File: config.mk
export PLATFORM = sky130hd
export DESIGN_NAME = vga_text_ctrl
export DESIGN_NICKNAME = d
export VERILOG_FILES = /design/src/rtl/vga_text_ctrl.sv
export SDC_FILE = /design/constraint.sdc
export NUM_CORES = 1
export LEC_CHECK = 0
export ABC_AREA = 1
export ABC_CLOCK_PERIOD_IN_PS = 2700
export CORE_MARGIN = 2
export CORE_UTILIZATION = 45
export DETAILED_ROUTE_END_ITERATION = 10
export DONT_BUFFER_PORTS = 1
export PLACE_DENSITY = 0.66
export SYNTH_ARGS = -nofsm -noshare
export SYNTH_HDL_FRONTEND = slang
export SYNTH_SLANG_ARGS = --single-unit
export TNS_END_PERCENT = 100
File: constraint.sdc
create_clock -name pclk -period 2.7 [get_ports pclk]
set_input_delay 0.54 -clock pclk [delete_from_list [all_inputs] [get_ports pclk]]
set_output_delay 0.54 -clock pclk [all_outputs]
set_load 0.05 [all_outputs]
File: src/rtl/vga_text_ctrl.sv
// VGA timing generator with text-cell addressing and a one-cycle font-ROM pixel stage.
// Optional blinking underline cursor is compiled in with `define VGA_TEXT_CURSOR_EN.
`timescale 1ns/1ps
module vga_text_ctrl #(
    parameter int H_ACTIVE = 640,
    parameter int H_FP     = 16,
    parameter int H_SYNC   = 96,
    parameter int H_BP     = 48,
    parameter int V_ACTIVE = 480,
    parameter int V_FP     = 10,
    parameter int V_SYNC   = 2,
    parameter int V_BP     = 33,
    parameter int CHAR_W   = 9,
    parameter int CHAR_H   = 16,
    parameter bit SYNC_POL = 1'b0
) (
    input  logic       pclk,
    input  logic       reset,
    input  logic       pix_bit,
`ifdef VGA_TEXT_CURSOR_EN
    input  logic [6:0] cur_col,
    input  logic [4:0] cur_row,
`endif
    output logic [9:0] h_addr,
    output logic [9:0] v_addr,
    output logic [6:0] col,
    output logic [4:0] row,
    output logic [3:0] cx,
    output logic [3:0] cy,
    output logic       hsync,
    output logic       vsync,
    output logic       valid,
    output logic [7:0] vga_r,
    output logic [7:0] vga_g,
    output logic [7:0] vga_b,
    output logic       frame_start
);

    localparam int H_TOTAL = H_ACTIVE + H_FP + H_SYNC + H_BP;
    localparam int V_TOTAL = V_ACTIVE + V_FP + V_SYNC + V_BP;

    if (H_TOTAL > 1023 || V_TOTAL > 1023) begin : g_bad_timing
        $error("vga_text_ctrl: H_TOTAL and V_TOTAL must not exceed 1023");
    end

    localparam logic [9:0] H_ACT  = 10'(H_ACTIVE);
    localparam logic [9:0] H_SS   = 10'(H_ACTIVE + H_FP);
    localparam logic [9:0] H_SE   = 10'(H_ACTIVE + H_FP + H_SYNC);
    localparam logic [9:0] H_LAST = 10'(H_TOTAL - 1);
    localparam logic [9:0] V_ACT  = 10'(V_ACTIVE);
    localparam logic [9:0] V_SS   = 10'(V_ACTIVE + V_FP);
    localparam logic [9:0] V_SE   = 10'(V_ACTIVE + V_FP + V_SYNC);
    localparam logic [9:0] V_LAST = 10'(V_TOTAL - 1);
    localparam logic [3:0] CX_LAST = 4'(CHAR_W - 1);
    localparam logic [3:0] CY_LAST = 4'(CHAR_H - 1);

    logic [9:0] r_hcnt, r_vcnt;
    logic [3:0] r_cx, r_cy;
    logic [6:0] r_col;
    logic [4:0] r_row;
    logic       r_hsync, r_vsync, r_valid, r_frame_start;

    logic w_h_last, w_v_last, w_h_act, w_v_act, w_active;
    logic w_hs_region, w_vs_region, w_cur_hit, w_pix_on;

    assign w_h_last    = (r_hcnt == H_LAST);
    assign w_v_last    = (r_vcnt == V_LAST);
    assign w_h_act     = (r_hcnt < H_ACT);
    assign w_v_act     = (r_vcnt < V_ACT);
    assign w_active    = w_h_act && w_v_act;
    assign w_hs_region = (r_hcnt >= H_SS) && (r_hcnt < H_SE);
    assign w_vs_region = (r_vcnt >= V_SS) && (r_vcnt < V_SE);

    // NOTE: reset is synchronous, so it appears only inside the clocked branch, never in the sensitivity list.
    always_ff @(posedge pclk) begin
        if (reset) begin
            r_hcnt <= '0;
            r_vcnt <= '0;
            r_cx   <= '0;
            r_cy   <= '0;
            r_col  <= '0;
            r_row  <= '0;
        end else if (w_h_last) begin
            r_hcnt <= '0;
            r_cx   <= '0;
            r_col  <= '0;
            if (w_v_last) begin
                r_vcnt <= '0;
                r_cy   <= '0;
                r_row  <= '0;
            end else begin
                r_vcnt <= r_vcnt + 10'd1;
                if (w_v_act) begin
                    if (r_cy == CY_LAST) begin
                        r_cy  <= '0;
                        r_row <= r_row + 5'd1;
                    end else begin
                        r_cy <= r_cy + 4'd1;
                    end
                end
            end
        end else begin
            r_hcnt <= r_hcnt + 10'd1;
            if (w_h_act) begin
                if (r_cx == CX_LAST) begin
                    r_cx  <= '0;
                    r_col <= r_col + 7'd1;
                end else begin
                    r_cx <= r_cx + 4'd1;
                end
            end
        end
    end

    assign h_addr = w_active ? r_hcnt : 10'd0;
    assign v_addr = w_active ? r_vcnt : 10'd0;
    assign col    = w_active ? r_col  : 7'd0;
    assign row    = w_active ? r_row  : 5'd0;
    assign cx     = w_active ? r_cx   : 4'd0;
    assign cy     = w_active ? r_cy   : 4'd0;

`ifdef VGA_TEXT_CURSOR_EN
    logic [4:0] r_frame_cnt;
    logic       r_blink, r_cur_hit;

    always_ff @(posedge pclk) begin
        if (reset) begin
            r_frame_cnt <= '0;
            r_blink     <= 1'b0;
            r_cur_hit   <= 1'b0;
        end else begin
            if (w_h_last && w_v_last) begin
                r_frame_cnt <= r_frame_cnt + 5'd1;
                if (r_frame_cnt == 5'd31) r_blink <= ~r_blink;
            end
            r_cur_hit <= r_blink && w_active && (col == cur_col) && (row == cur_row)
                         && (cy >= 4'(CHAR_H - 2));
        end
    end
    assign w_cur_hit = r_cur_hit;
`else
    assign w_cur_hit = 1'b0;
`endif

    always_ff @(posedge pclk) begin
        if (reset) begin
            r_hsync       <= ~SYNC_POL;
            r_vsync       <= ~SYNC_POL;
            r_valid       <= 1'b0;
            r_frame_start <= 1'b0;
        end else begin
            r_hsync       <= w_hs_region ? SYNC_POL : ~SYNC_POL;
            r_vsync       <= w_vs_region ? SYNC_POL : ~SYNC_POL;
            r_valid       <= w_active;
            r_frame_start <= (r_hcnt == 10'd0) && (r_vcnt == 10'd0);
        end
    end

    // pix_bit already belongs to the stage-1 pixel, so colour is gated by the registered valid.
    assign w_pix_on    = r_valid && (pix_bit ^ w_cur_hit);
    assign vga_r       = {8{w_pix_on}};
    assign vga_g       = {8{w_pix_on}};
    assign vga_b       = {8{w_pix_on}};
    assign hsync       = r_hsync;
    assign vsync       = r_vsync;
    assign valid       = r_valid;
    assign frame_start = r_frame_start;

endmodule
==> results of run 1 <==
-- placed cells by master (no fill, tap or decap), types with 2 or more instances in the layout --
master	instances
inv_1	56
nand2_2	4
nor2_2	5
buf_4	40
clkbuf_8	5
inv_2	3
nor3_2	2
dfxtp_1	44
o21ai_1	3
a21oi_1	19
nand4_1	8
nand2_4	2
o21bai_1	2
nor2_1	86
nand2_1	66
xor2_1	10
or2_2	2
nor3_1	3
xnor2_1	3
ha_1	9
o21ai_0	4
nand3_1	20
o22ai_1	2
-- cell families after synthesis --
family | synth area share (%)
AO/OA/AOI/OAI | 8.34
adder cells (fa/ha/maj) | 4.10
XOR/XNOR | 4.15
flip-flops | 32.1
buffers and inverters | 17.8
AND/OR/NAND/NOR | 33.4
other | 0.137
-- final cells by class --
type	count	area [um^2]	share of cell area (%)
Sequential cell	44	881	29.0
Clock inverter	3	42.5	1.40
Clock buffer	5	68.8	2.27
Inverter	62	248	8.16
Timing Repair Buffer	41	328	10.8
Multi-Input combinational cell	265	1380	45.3
Tap cell	75	93.8	3.09
-- state kept, by name (all words and copies together), names as in the netlist --
register / flops
r_hcnt: 10
r_vcnt: 10
r_col: 7
r_row: 5
r_cx: 4
r_cy: 4
frame_start: 1
hsync: 1
valid: 1
vsync: 1
-- synthesized netlist by cell type, types with 5 or more instances --
library cell  count  area (um^2)
dfxtp_1          44          881
inv_1            57          214
ha_1              9          113
a21oi_1          19         95.1
nand4_1           8         50.1
buf_4            25          188
nand3_1          20          100
xor2_1           10         87.6
buf_2             6         30.0
nand2_1          66          248
nor2_1           86          323
nor2_2            5         31.3
-- through the flow --
step	utilization (%)	hold slack (ps)	cell area [um^2]
2_1_floorplan	-	430	2750
3_3_place_gp	49.4	447	2920
3_5_place_dp	49.4	469	2920
4_1_cts	51.2	287	3030
5_1_grt	51.3	277	3040
6_report	51.3	294	3040
-- timing repair --
item	4_1_cts	5_1_grt
hold endpoints to repair	0	0
endpoints found under the setup margin	0	3
gates resized for setup	0	2
hold buffers	0	0
-- routing by layer --
metal  part of all wire, %  up-vias  wire [um]
li1                      -     1249          -
met2                    46       79       2670
met4                  0.72        0         42
met3                   5.5        4        318
met5                     0        -          0
met1                    48     1094       2790
-- power by group through the flow --
stage | combinational, mW | sequential (mW) | clock (mW)
3_3_place_gp | 0.173 | 0.688 | 0
4_1_cts | 0.175 | 0.673 | 0.524
6_report | 0.174 | 0.673 | 0.513
5_1_grt | 0.185 | 0.674 | 0.548
3_5_place_dp | 0.174 | 0.688 | 0
2_1_floorplan | 0.171 | 0.689 | 0
-- worst reg2reg max path, cell delays in order (launching register included) --
cell and delay, ps:
dfxtp_1 400, ha_1 220, nand3_2 160, nor2_2 190, nand2_4 130, nand2_2 360
nand2_4 100, o21ai_1 100, nor2_1 60
-- worst max-delay path by stage --
stage,to,slack [ps],from,cells after the start
final,h_addr[8],360,r_hcnt[8],6
after global routing,h_addr[8],180,r_hcnt[8],6
after CTS,h_addr[8],130,r_vcnt[5],6
after detailed placement,h_addr[8],490,r_vcnt[5],6
after global placement,h_addr[1],580,r_vcnt[5],6
after floorplan,cx[0],440,r_hcnt[8],7
==> reports/summary.txt, run 1 <==
Max Cap Violations -> 0
number of diodes added for antenna fixing -> 0
data required time of the critical path -> 2160 ps
ports placed on the boundary -> 71
switching share of power -> 29.0%
crit path max fanout -> 39
Worst Setup Path Type -> reg -> out
worst vdd ir -> 0.303 mV
Clock power frac -> 37.7%
cell row count -> 28
CTS Buf Count -> 5
final critical-path share of the clock period -> 86.8%
status -> finished clean
global-route usage over all layers -> 18.1%
clock tree buffer depth -> 2
Pre-antenna DRT Iters -> 4
global routing met1 resource utilization -> 24.1%
asr flop ratio synth -> 0%
hold path endpoint -> r_row[2]
startpoint of the most critical register-to-register path -> r_hcnt[0]
unrepaired setup endpoints after global routing -> false
final hold viol count -> 0
Main synth FF type -> dfxtp_1
longest individual stage delay on the worst path -> 400 ps
routed wirelength normalized by instance count -> 11.8 um
Setup WS post-layout -> 355 ps
met3 routing resource usage after global routing -> 3.91%
# setup viols final -> 0
synthesized area -> 2750 um^2
Arrival @ worst endpoint -> 1800 ps
NetSw -> 0.395 mW
fraction of final layout cells with drive strength greater than 1 -> 18.3%
pin count of the biggest net entering global routing -> 40
instance count after placement with tap cells included -> 487
Crit Reg-Reg Endpoint -> r_vcnt[7]
Yosys Warn Count -> 0
die outline width -> 82.1 um
number of DRC markers after the initial detailed-route iteration -> 94
Pint -> 0.965 mW
Pleak -> 1.36 nW
synthesized instance count -> 405
initial antenna violation count -> 0
starting utilization of the core area -> 46.4%
flip-flop and latch count after synthesis -> 44
Setup WS pre-CTS -> 486 ps
total DRC errors in the routed layout -> 0
overall overflow remaining after global route -> 0
Min-Delay Path Class -> in -> reg
global-route layer with the greatest usage -> met2
count of flip-flops with a built-in enable after synthesis -> 0
portion of total power attributed to combinational logic -> 12.8%
die height -> 82.1 um
vias per inst -> 4.90
largest clock skew in the final design -> 11.1 ps
estimated wirelength of the detail-placed design -> 4360 um
sink count of the clock tree -> 44
final non-filler cell total -> 495
dominant delay contributor by cell family on the critical path -> buffers and inverters
core footprint -> 5920 um^2
startpoint of the most critical hold path -> reset
register area share after synthesis -> 32.1%
GPL Wtd Cong -> 0.862
number of buffer and inverter instances along the worst setup path -> 3
area grow syn2layout -> 10.6%
number of nets in the final layout -> 431
remaining antenna violation count -> 0
register clock-pin slew on the reported worst setup and hold paths -> 90 ps
Final Max Slew Viols -> 0
Worst Reg-to-Reg Cells -> 8
max frequency -> 426 MHz
post-CTS repair timing setup buffer count -> 0
slew of the pin with the lowest slew margin -> 683 ps
floorplan die area -> 6740 um^2
level count of the clock H-tree -> 2
Worst slew margin -> 54.8%
clock period minus worst slack -> 2340 ps
total power after layout -> 1.36 mW
total wire length after detailed routing -> 5820 um
clock latency at the later pin of the worst-skew pair -> 310 ps
total of buffers placed on input and output ports -> 0
R2R setup slack -> 870 ps
final setup TNS -> 0 ps
buffer type at the clock tree root -> clkbuf_8
TritonCTS clock tree -> done
synthesized net count -> 417
global-route wire length before repair -> 9530 um
number of cells traversed by the worst hold path -> 1
endpoint kind of the worst setup timing path -> output pin
areal power density over the cells -> 448 nW/um^2
Worst setup SP type -> flip-flop
GR Layer Usage met2 -> 29.9%
Sequential Power Share -> 49.5%
Slowest cell on crit path -> dfxtp_1
mean instance size in the synthesized netlist -> 6.78 um^2
Critical Path, Cell by Cell -> o21ai_4, inv_2, nor2_2, inv_4, nor2_1, buf_4
via count of the routed design -> 2,426
vias in the first global route -> 2,137
number of library cell types mapped by synthesis -> 40
count of fill cells added during filler insertion -> 622
Power figures use the tool's default switching activity.
==> inputs of run 2 (changes only) <==
--- a/config.mk
+++ b/config.mk
@@ -13,4 +13,5 @@
 export DONT_BUFFER_PORTS = 1
 export PLACE_DENSITY = 0.66
+export SKIP_CTS_REPAIR_TIMING = 1
 export SYNTH_ARGS = -nofsm -noshare
 export SYNTH_HDL_FRONTEND = slang
==> constraint.sdc (replaced) <==
create_clock -name pclk -period 2.7 [get_ports pclk]
set_input_delay 0.54 -clock pclk [delete_from_list [all_inputs] [get_ports pclk]]
set_output_delay 0.54 -clock pclk [all_outputs]
set_load 0.02 [all_outputs]
==> reports/summary.txt, run 2 (synthesized netlist as in run 1, its figures left out) <==
portion of total power attributed to combinational logic -> 7.2% (-5.6 points)
die outline width -> 82.1 um (unchanged)
Worst Reg-to-Reg Cells -> 8 (unchanged)
crit path max fanout -> 39 (unchanged)
# setup viols final -> 0 (unchanged)
clock period minus worst slack -> 2450 ps (+102 ps)
Final Max Slew Viols -> 0 (unchanged)
Core Util, Final -> 46.0% (-5.3 points)
TritonCTS clock tree -> done
remaining antenna violation count -> 0 (unchanged)
largest clock skew in the final design -> 7.35 ps (-3.71 ps)
CTS Buf Count -> 5 (unchanged)
via count of the routed design -> 2,254 (-7.1%)
core footprint -> 5920 um^2 (unchanged)
final critical-path share of the clock period -> 90.6% (+3.8 points)
sink count of the clock tree -> 44 (unchanged)
clock tree buffer depth -> 2 (unchanged)
area taken by multi-input logic gates -> 1380 um^2 (unchanged)
status -> finished clean
register clock-pin slew on the reported worst setup and hold paths -> 90 ps (about the same)
global-route usage over all layers -> 17.7% (-0.45 points)
GR Layer Usage met2 -> 27.0% (-2.9 points)
met3 routing resource usage after global routing -> 3.48% (-0.43 points)
switching share of power -> 25.8% (-3.2 points)
routed wirelength normalized by instance count -> 12.3 um (+4.9%)
data required time of the critical path -> 2160 ps (about the same)
most common cell after layout, fill and taps aside -> nor2_1
initial antenna violation count -> 0 (unchanged)
total DRC errors in the routed layout -> 0 (unchanged)
area grow syn2layout -> -0.729%
number of DRC markers after the initial detailed-route iteration -> 146 (+55%)
Min-Delay Path Class -> in -> reg
global-route layer with the greatest usage -> met2
Pleak -> 1.14 nW (-16%)
total wire length after detailed routing -> 5610 um (-3.6%)
final setup TNS -> 0 ps (unchanged)
unrepaired setup endpoints after global routing -> false
Clock power frac -> 40.9% (+3.2 points)
number of nets in the final layout -> 391 (-9.3%)
GPL Wtd Cong -> 0.874 (+1.4%)
global routing met1 resource utilization -> 24.2% (+0.12 points)
final hold viol count -> 0 (unchanged)
level count of the clock H-tree -> 2 (unchanged)
NetSw -> 0.333 mW (-15%)
buffer type at the clock tree root -> clkbuf_8
number of diodes added for antenna fixing -> 0 (unchanged)
Worst slew margin -> 56.7% (+1.8 points)
Pre-antenna DRT Iters -> 4 (unchanged)
pin count of the biggest net entering global routing -> 40 (unchanged)
starting utilization of the core area -> 46.4% (unchanged)
number of cells traversed by the worst hold path -> 1 (unchanged)
count of fill cells added during filler insertion -> 584 (-6.1%)
endpoint kind of the worst setup timing path -> output pin
largest registers ranked by flip-flop count -> r_hcnt x10, r_vcnt x10, r_col x7
clock latency at the later pin of the worst-skew pair -> 300 ps (about the same)
Worst Setup Path Type -> reg -> out
areal power density over the cells -> 474 nW/um^2 (+5.8%)
Sequential Power Share -> 51.9% (+2.4 points)
floorplan die area -> 6740 um^2 (unchanged)
cell row count -> 28 (unchanged)
ports placed on the boundary -> 71 (unchanged)
total of buffers placed on input and output ports -> 0 (unchanged)
storage element area -> 881 um^2 (unchanged)
worst vdd ir -> 0.231 mV (-24%)
Pint -> 0.958 mW (-0.74%)
fraction of final layout cells with drive strength greater than 1 -> 9.74% (-8.6 points)
vias in the first global route -> 2,015 (-5.7%)
max frequency -> 409 MHz (-4.2%)
overall overflow remaining after global route -> 0 (unchanged)
vias per inst -> 4.95 (+1.1%)
Worst setup SP type -> flip-flop
commonest non-fill, non-tap cells in the layout -> nor2_1, nand2_1, inv_1
Arrival @ worst endpoint -> 1910 ps (+110 ps)
Max Cap Violations -> 0 (unchanged)
estimated wirelength of the detail-placed design -> 4170 um (-4.5%)
die height -> 82.1 um (unchanged)
global-route wire length before repair -> 9180 um (-3.7%)
slew of the pin with the lowest slew margin -> 649 ps (-34.1 ps)
## run 2: cell types whose count changed in the layout (fill, tap and decap cells not counted)
cell      delta
buf_16       -1
inv_6        +1
buf_4       -40
inv_2        +1
inv_8        -1
clkinv_2     -1
buf_12       +1
## run 2: power groups by stage
stage / combinational, mW / sequential [mW] / clock, mW
after detailed placement: 0.0942 / 0.685 / 0
final: 0.0927 / 0.670 / 0.529
after global routing: 0.104 / 0.672 / 0.562
after floorplan: 0.109 / 0.683 / 0
after CTS: 0.0944 / 0.670 / 0.542
after global placement: 0.0932 / 0.685 / 0
## run 2: cell type report
type	count	area share, %
sequential	44	32.3
inverter	62	8.82
tap	75	3.44
clock inverter	3	1.70
multi-input combinational	265	50.5
clock buffer	5	2.53
timing repair buffer	1	0.735
## run 2: worst paths after layout
kind	from	endpoint	slack, ps
setup / recovery	r_vcnt[5]	row[1]	250
hold / removal	reset	r_vcnt[8]	300
setup reg to reg	r_hcnt[0]	r_vcnt[7]	890
hold reg to reg	r_hcnt[0]	r_hcnt[0]	470
## run 2: stage by stage
step | setup WS [ps] | instance area, um^2 | hold slack (ps) | power, mW | instances
finish | 253 | 2730 | 295 | 1.29 | 455
global route | 16.7 | 2730 | 286 | 1.34 | 455
CTS | 218 | 2730 | 286 | 1.31 | 455
detailed placement | 561 | 2610 | 454 | 0.779 | 447
global placement | 635 | 2610 | 449 | 0.779 | 447
floorplan | 808 | 2750 | 430 | 0.792 | 405
## run 2: worst max-delay path, stage by stage (launching register included)
cell and delay (ps):
dfxtp_1 450, nand2_1 120, o21ai_2 220, nor2_2 70
inv_2 480, nor2_1 260
## run 2: routing by layer
metal  wire (um)  vias to the layer above
met4          93                        0
met3         412                        8
met5           0                        -
li1            -                     1175
met1        2660                      994
met2        2450                       77
==> inputs of run 3 (changes only) <==
ABC_CLOCK_PERIOD_IN_PS = 2600   (was 2700)
clock period = 2.6 ns   (was 2.7 ns; I/O delays follow)
==> reports/summary.txt, run 3 (synthesized netlist as in run 1, its figures left out) <==
commonest non-fill, non-tap cells in the layout -> nor2_1, nand2_1, inv_1
instance count on the critical path -> 5 (unchanged)
pin count of the biggest net entering global routing -> 40 (unchanged)
die height -> 82.1 um (unchanged)
core footprint -> 5920 um^2 (unchanged)
vias in the first global route -> 2,030 (+0.74%)
Worst Reg-to-Reg Cells -> 8 (unchanged)
total of buffers placed on input and output ports -> 0 (unchanged)
largest registers ranked by flip-flop count -> r_hcnt x10, r_vcnt x10, r_col x7
largest clock skew in the final design -> 5.59 ps (-1.76 ps)
Crit Reg-Reg Endpoint -> r_vcnt[4]
estimated wirelength of the detail-placed design -> 4220 um (+1.3%)
area grow syn2layout -> 0.456%
most common cell after layout, fill and taps aside -> nor2_1
starting utilization of the core area -> 46.4% (unchanged)
Final Max Slew Viols -> 0 (unchanged)
ports placed on the boundary -> 71 (unchanged)
fraction of final layout cells with drive strength greater than 1 -> 13.4% (+3.7 points)
final setup TNS -> 0 ps (unchanged)
crit path launch -> r_hcnt[8]
Slowest cell on crit path -> dfxtp_1
max frequency -> 432 MHz
data required time of the critical path -> 2080 ps (-80 ps)
number of DRC markers after the initial detailed-route iteration -> 140 (-4.1%)
level count of the clock H-tree -> 2 (unchanged)
final critical-path share of the clock period -> 89.0%
sink count of the clock tree -> 44 (unchanged)
worst vdd ir -> 0.219 mV (-5.4%)
register clock-pin slew on the reported worst setup and hold paths -> 90 ps (about the same)
GPL Wtd Cong -> 0.869 (-0.58%)
Min-Delay Path Class -> in -> reg
instance count after placement with tap cells included -> 447 (unchanged)
number of nets in the final layout -> 391 (unchanged)
die outline width -> 82.1 um (unchanged)
CTS Buf Count -> 5 (unchanged)
final hold viol count -> 0 (unchanged)
remaining antenna violation count -> 0 (unchanged)
Pleak -> 1.14 nW (-0.61%)
final hold slack -> 278 ps (-17.4 ps)
Worst Setup Path Type -> reg -> out
floorplan die area -> 6740 um^2 (unchanged)
vias per inst -> 4.93 (-0.58%)
TritonCTS clock tree -> done
post-route cell area -> 2760 um^2 (+1.2%)
instance area after placement -> 2610 um^2 (unchanged)
routed wirelength normalized by instance count -> 12.4 um (+0.71%)
global-route usage over all layers -> 18.0% (+0.30 points)
longest individual stage delay on the worst path -> 390 ps (-90 ps)
status -> finished clean
Max Cap Violations -> 0 (unchanged)
last element of the critical path -> h_addr[2]
R2R setup slack -> 810 ps (-80 ps)
unrepaired setup endpoints after global routing -> false
# setup viols final -> 0 (unchanged)
final non-filler cell total -> 455 (unchanged)
total wire length after detailed routing -> 5650 um (+0.71%)
number of buffer and inverter instances along the worst setup path -> 2 (+1)
Pre-antenna DRT Iters -> 4 (unchanged)
buffer type at the clock tree root -> clkbuf_8
dominant delay contributor by cell family on the critical path -> simple AND/OR/NAND/NOR gates
clock tree buffer depth -> 2 (unchanged)
total DRC errors in the routed layout -> 0 (unchanged)
via count of the routed design -> 2,241 (-0.58%)
clock period minus worst slack -> 2310 ps
cell row count -> 28 (unchanged)
overall overflow remaining after global route -> 0 (unchanged)
Arrival @ worst endpoint -> 1790 ps (-120 ps)
global-route wire length before repair -> 9350 um (+1.9%)
startpoint of the most critical register-to-register path -> r_hcnt[0]
Worst setup SP type -> flip-flop
endpoint kind of the worst setup timing path -> output pin
Critical Path, Cell by Cell -> o21ai_4, inv_2, nor2_2, inv_4, nor2_1
crit path max fanout -> 39 (unchanged)
initial antenna violation count -> 0 (unchanged)
Core Util, Final -> 46.6% (+0.55 points)
number of diodes added for antenna fixing -> 0 (unchanged)
clock latency at the later pin of the worst-skew pair -> 300 ps (about the same)
areal power density over the cells -> 478 nW/um^2 (+0.94%)
[run 3: power by group]
part	internal, mW	switching (mW)	total, mW
Clock	0.285	0.240	0.526
Sequential	0.684	0.0125	0.696
Combinational	0.0225	0.0750	0.0976
Total	0.992	0.328	1.32
[run 3: stage by stage]
stage | power, mW | setup slack, ps
floorplan | 0.823 | 728
global placement | 0.809 | 553
detailed placement | 0.809 | 507
CTS | 1.34 | 166
global route | 1.38 | 138
finish | 1.32 | 287
[run 3: layout make-up]
cell class	count	area (um^2)
fill	606	3160
inverter	62	243
sequential	44	881
tap	75	93.8
clock inverter	2	35.0
timing repair buffer	1	20.0
clock buffer	6	72.6
multi-input combinational	265	1410
[run 3: worst min-delay path by stage]
stage               startpoint         to  slack [ps]  depth (start not counted)
floorplan            r_hcnt[0]  r_hcnt[0]         430                          1
global placement     r_hcnt[0]  r_hcnt[0]         450                          1
detailed placement   r_hcnt[0]  r_hcnt[0]         460                          1
CTS                      reset   r_row[2]         270                          1
global route             reset  r_vcnt[5]         270                          1
finish                   reset   r_row[2]         280                          1
[run 3: per-layer routing]
metal	GRT usage, %	part of all wire [%]
met1	24.4	49
met2	28.4	44
met3	3.80	5.8
met4	5.83	1.3
met5	0	0
